$ cat config.mk
export PLATFORM = sky130hd
export DESIGN_NAME = rptr_empty_lvl_flat
export DESIGN_NICKNAME = d
export VERILOG_FILES = /design/src/rtl/rptr_empty_lvl_if.sv /design/src/rtl/rptr_empty_lvl.sv /design/src/flat_wrapper.sv
export SDC_FILE = /design/constraint.sdc
export NUM_CORES = 1
export LEC_CHECK = 0
export ABC_AREA = 1
export CAP_MARGIN = 5
export CORE_UTILIZATION = 45
export CTS_CLUSTER_DIAMETER = 150
export DETAILED_ROUTE_END_ITERATION = 12
export HOLD_SLACK_MARGIN = 0.1
export PLACE_DENSITY = 0.88
export SYNTH_ARGS = -nofsm -noshare
export SYNTH_HDL_FRONTEND = slang
export SYNTH_SLANG_ARGS = --single-unit
$ cat constraint.sdc
create_clock -name rclk -period 2.9 [get_ports rclk]
set_input_delay 0.725 -clock rclk [delete_from_list [all_inputs] [get_ports rclk]]
set_output_delay 0.725 -clock rclk [all_outputs]
set_load 0.005 [all_outputs]
$ cat src/rtl/rptr_empty_lvl_if.sv
// rtl/rptr_empty_lvl_if.sv - read-side bundle between the FIFO read pointer block and its consumer
//
// Signals (all in the rclk domain):
//   rinc        read request from the consumer
//   rq2_wptr    Gray write pointer, already synchronised into rclk
//   rae_thresh  almost-empty threshold, binary
//   rudf_clr    clears the sticky underflow flag
//   raddr       binary memory read address
//   rptr        Gray read pointer, registered, for the write domain
//   rempty      FIFO empty, registered
//   raempty     almost-empty, registered
//   rlevel      words available, registered, 0..2^ADDRSIZE
//   rread       read accepted this cycle, combinational
//   rudf        sticky underflow, registered
// Modports: slave = pointer block, master = consumer / FIFO parent.

interface rptr_empty_lvl_if #(
  parameter int ADDRSIZE = 4
);
  logic                rinc;
  logic [ADDRSIZE:0]   rq2_wptr;
  logic [ADDRSIZE:0]   rae_thresh;
  logic                rudf_clr;
  logic [ADDRSIZE-1:0] raddr;
  logic [ADDRSIZE:0]   rptr;
  logic                rempty;
  logic                raempty;
  logic [ADDRSIZE:0]   rlevel;
  logic                rread;
  logic                rudf;

  modport slave (
    input  rinc, rq2_wptr, rae_thresh, rudf_clr,
    output raddr, rptr, rempty, raempty, rlevel, rread, rudf
  );

  modport master (
    output rinc, rq2_wptr, rae_thresh, rudf_clr,
    input  raddr, rptr, rempty, raempty, rlevel, rread, rudf
  );
endinterface

$ cat src/rtl/rptr_empty_lvl.sv
// rtl/rptr_empty_lvl.sv - async FIFO read pointer with empty, almost-empty, level and underflow
//
// Ports:
//   rclk    read-domain clock, all state on the rising edge
//   rrst_n  asynchronous active-low reset, synchronous release
//   bus     rptr_empty_lvl_if.slave read-side bundle (see interface header)
// Parameter ADDRSIZE: FIFO depth is 2^ADDRSIZE words, legal range 2..12.

module rptr_empty_lvl #(
  parameter int ADDRSIZE = 4
) (
  input  logic                 rclk,
  input  logic                 rrst_n,
  rptr_empty_lvl_if.slave      bus
);

  logic [ADDRSIZE:0] rbin;
  logic [ADDRSIZE:0] rbinnext;
  logic [ADDRSIZE:0] rgraynext;
  logic [ADDRSIZE:0] wbin_s;
  logic [ADDRSIZE:0] rlevelnext;

  // Only an accepted read advances the pointer; a read while empty is an underflow.
  assign bus.rread   = bus.rinc & ~bus.rempty;
  assign rbinnext    = rbin + {{ADDRSIZE{1'b0}}, bus.rread};
  assign rgraynext   = (rbinnext >> 1) ^ rbinnext;
  assign bus.raddr   = rbin[ADDRSIZE-1:0];

  // Gray to binary: bit i is the XOR of all Gray bits from the MSB down to i.
  // Written as a reduction of a shifted copy so no bit depends on another bit of wbin_s.
  always_comb begin
    wbin_s = '0;
    for (int i = 0; i <= ADDRSIZE; i++) begin
      wbin_s[i] = ^(bus.rq2_wptr >> i);
    end
  end

  // Modulo subtraction is exact because the write side never runs more than
  // 2^ADDRSIZE words ahead; a full FIFO lands on the MSB-only value.
  assign rlevelnext = wbin_s - rbinnext;

  always_ff @(posedge rclk or negedge rrst_n) begin
    if (!rrst_n) begin
      rbin        <= '0;
      bus.rptr    <= '0;
      bus.rempty  <= 1'b1;
      bus.raempty <= 1'b1;
      bus.rlevel  <= '0;
    end else begin
      rbin        <= rbinnext;
      bus.rptr    <= rgraynext;
      // Compared against the post-read pointer so the last read asserts empty with no bubble.
      bus.rempty  <= (rgraynext == bus.rq2_wptr);
      bus.raempty <= (rlevelnext <= bus.rae_thresh);
      bus.rlevel  <= rlevelnext;
    end
  end

  // Sticky underflow: a new underflow wins over a simultaneous clear.
  always_ff @(posedge rclk or negedge rrst_n) begin
    if (!rrst_n) begin
      bus.rudf <= 1'b0;
    end else if (bus.rinc && bus.rempty) begin
      bus.rudf <= 1'b1;
    end else if (bus.rudf_clr) begin
      bus.rudf <= 1'b0;
    end
  end

endmodule

$ cat src/flat_wrapper.sv
// flat-port wrapper written by rule: the top's interface ports become plain ports
module rptr_empty_lvl_flat 
#(
  parameter int ADDRSIZE = 4
)
  (rclk, rrst_n, bus_rinc, bus_rq2_wptr, bus_rae_thresh, bus_rudf_clr, bus_raddr, bus_rptr, bus_rempty, bus_raempty, bus_rlevel, bus_rread, bus_rudf);
  rptr_empty_lvl_if #(.ADDRSIZE(ADDRSIZE)) bus_i ();
  input  logic rclk;
  input  logic rrst_n;
  input wire logic [$bits(bus_i.rinc)-1:0] bus_rinc;
  input wire logic [$bits(bus_i.rq2_wptr)-1:0] bus_rq2_wptr;
  input wire logic [$bits(bus_i.rae_thresh)-1:0] bus_rae_thresh;
  input wire logic [$bits(bus_i.rudf_clr)-1:0] bus_rudf_clr;
  output wire logic [$bits(bus_i.raddr)-1:0] bus_raddr;
  output wire logic [$bits(bus_i.rptr)-1:0] bus_rptr;
  output wire logic [$bits(bus_i.rempty)-1:0] bus_rempty;
  output wire logic [$bits(bus_i.raempty)-1:0] bus_raempty;
  output wire logic [$bits(bus_i.rlevel)-1:0] bus_rlevel;
  output wire logic [$bits(bus_i.rread)-1:0] bus_rread;
  output wire logic [$bits(bus_i.rudf)-1:0] bus_rudf;
  assign bus_i.rinc = bus_rinc;
  assign bus_i.rq2_wptr = bus_rq2_wptr;
  assign bus_i.rae_thresh = bus_rae_thresh;
  assign bus_i.rudf_clr = bus_rudf_clr;
  assign bus_raddr = bus_i.raddr;
  assign bus_rptr = bus_i.rptr;
  assign bus_rempty = bus_i.rempty;
  assign bus_raempty = bus_i.raempty;
  assign bus_rlevel = bus_i.rlevel;
  assign bus_rread = bus_i.rread;
  assign bus_rudf = bus_i.rudf;
  rptr_empty_lvl #(.ADDRSIZE(ADDRSIZE)) u_core (.rclk(rclk), .rrst_n(rrst_n), .bus(bus_i));
endmodule
==> reports/qor.yml <==
run_status:
  status: "finished, final reports clean"
power:
  p_leak_nw: 0.911
  powerDensity_mw_per_mm2: 1250
  ir_drop_mv: 0.823
clock_tree:
  htreeDepth: 1
  cts.clk_slew.worst_paths_ps: 110
  cts_tree: "yes"
  cts.sinks: 17
  holdBufCountCts: 0
  clk_path_buf_depth: 2
  cts_root_buf: "clkbuf_4"
  insertion_delay_ps: 300
  numCtsBuffers: 3
die:
  initial_core_util_pct: 49.6
  rows: 17
  dieWidth_um: 52.3
  die_y_um: 52.3
  core-area_mm2: 0.00230
  io_pins: 32
  die_area_mm2: 0.00274
critical_path:
  crit_top_cell: "nand2_1"
  cp_num_buf_inv: 3
  path_max_fanout: 4
  crit_family: "adder cells"
  slowest_delay_ps: 330
  worstPathCellList: "clkdlybuf4s15_1, nand3_2, inv_1, ha_2, inv_1, nand2_1, nand2_1, ha_4, nand2_1, o21ai_2, xor2_2, ha_4, nand4_1, o221ai_2, o21ai_1"
  crit_path_start_kind: "input port"
  cp-end-kind: "flop"
  critPathSlowestCell: "ha_4"
  path_class: "input port to flop"
  cp.arrival_ps: 3020
  critical_path_required_ps: 3140
drt:
  drc_errors: 0
  ant_nets: 0
  vias: 1161
  firstDrtPassIters: 4
  viasPerCell: 5.14
  first_iter_violations: 34
  finalWirelength_um: 3260
  wire_per_inst_um: 14.4
timing:
  whs_ps: 538
  slew_violations: 0
  setup_tns_ps: 0
  period_minus_slack_ps: 2780
  clock_skew_ps: 7.45
  slew_headroom_pct: 50.1
  fmaxAchievable_mhz: 360
  hold_viol: 0
  timing.final.crit_share_pct: 95.9
  setup_viol: 0
  tightest_slew_ps: 746
  fin_ws_ps: 120
grt:
  grt_max_degree: 18
  grt_pass1_vias: 1116
  grt_pass1_wl_um: 4970
  antenna_found_initial: 0
  grt_usage_pct: 25.4
  gr-total-overflow: 0
job:
  cap_violations: 0
logic_synthesis:
  ys_top_cells_by_count: "nand2_1, inv_1, dfrtp_1, nand3_1, ha_1"
  ys_types: 21
  synth_ff_type: "dfrtp_1"
  yosysMostFrequentCell: "nand2_1"
  synthTopCellsByArea: "dfrtp_1, nand2_1, ha_1"
  synth_seq_cells: 17
  synth-seq-area-share_pct: 37.5
  syn_avg_cell_area_um2: 8.26
  yosysWarnings: 0
  synth_largest_area_cell: "dfrtp_1"
  synth_top_cell_area_share_pct: 32.9
  syn_nets: 163
  netlist_instances: 138
  synth_edf_count: 0
  async_reset_ff_share_pct: 100
  synth_area_mm2: 0.00114
finish:
  multi_input_area_um2: 706
  drive_above_1_share_pct: 32.8
  final_area_mm2: 0.00178
  final_core_util_pct: 77.3
  syn_to_final_growth_pct: 55.9
  regArea_um2: 428
  fill_cells: 136
  antenna_cells: 0
  fin_nets: 224
placement:
  dpl.hpwl_um: 2300
  dp_slack_ps: -693
  routabilityCongestion: 0.862
  port_buffers: 31
  dpl-instance-area_mm2: 0.00164
min_path:
  worst_hold_path_type: "flop to flop"
==> sequential cells by signal, summed over array words and instances, names as in the netlist <==
register / cells
u_core.bus.rempty: 1
u_core.rbin: 4
u_core.bus.rptr: 5
u_core.bus.raempty: 1
u_core.bus.rlevel: 5
u_core.bus.rudf: 1
==> logic make-up after synthesis <==
group / after synthesis / share of synthesized area, %
xor gates and xnor gates: 10 / 9.66
DFF: 17 / 37.5
adders and majority gates: 11 / 12.7
and+or+nand+nor: 65 / 27.1
buffers and inverters: 26 / 8.56
AOI/OAI and AO/OA: 9 / 4.39
==> placed cells by master (no fill, tap or decap), types with 4 or more instances in the layout <==
cell,instances
buf_4,25
clkbuf_2,4
clkdlybuf4s50_1,25
dfrtp_1,15
ha_1,6
inv_1,24
nand2_1,34
nand2_2,8
nand3_1,14
==> power by group <==
part	total, mW	internal (mW)	leakage, nW	switching, mW
combinational	1.64	0.839	0.698	0.799
sequential	0.444	0.366	0.199	0.0775
clock	0.134	0.0527	0.0139	0.0815
==> layer usage <==
metal / part of all wire, % / global-route usage, % / wire (µm)
met5: 0 / 0 / 0
met4: 2.8 / 13.6 / 90
met3: 5.0 / 1.74 / 162
met2: 51 / 44.1 / 1650
met1: 42 / 30.8 / 1350
==> stage by stage <==
step	total power [mW]	cells
2_1_floorplan	1.12	138
3_5_place_dp	1.79	218
3_3_place_gp	1.70	218
5_1_grt	2.39	226
6_report	2.22	226
4_1_cts	1.99	222
==> worst paths after layout <==
check / startpoint / end / slack (ps) / cells after the start
worst max-delay path: bus_rinc / u_core.bus.raempty$_DFF_PN1_ / 120 / 15
worst max register to register: u_core.bus.rempty$_DFF_PN1_ / u_core.bus.raempty$_DFF_PN1_ / 210 / 15
worst min-delay path: u_core.bus.rudf$_DFFE_PN0P_ / u_core.bus.rudf$_DFFE_PN0P_ / 540 / 2
min in group asynchronous: rrst_n / u_core.bus.rlevel[1]$_DFF_PN0_ / 850 / 1
max in group asynchronous: rrst_n / u_core.bus.rptr[4]$_DFF_PN0_ / 1580 / 1
worst min register to register: u_core.bus.rudf$_DFFE_PN0P_ / u_core.bus.rudf$_DFFE_PN0P_ / 540 / 2
==> layout make-up <==
class                   instances  area share [%]
inverters                      26            5.49
well taps                      28            1.97
clock buffers                   3            1.27
repair buffers                 56            27.0
multi-input cells              95            39.7
flip-flops and latches         17            24.1
clock inverters                 1           0.423
==> repair_timing <==
action	4_1_cts	5_1_grt
buffers inserted	0	4
endpoints found under the hold margin	0	0
pin swaps	7	16
setup endpoints to repair	1	1
gates resized for setup	14	20
==> worst register-to-register path: cells and delay by family, from the launching register on <==
kind            cells  cell delay (ps)
fa+ha+maj           3              740
flops               1              590
compound gates      4              510
simple gates        4              430
buf+inv             3              190
xor+xnor            1              170
Note: power is estimated with default switching activity, not from simulation.
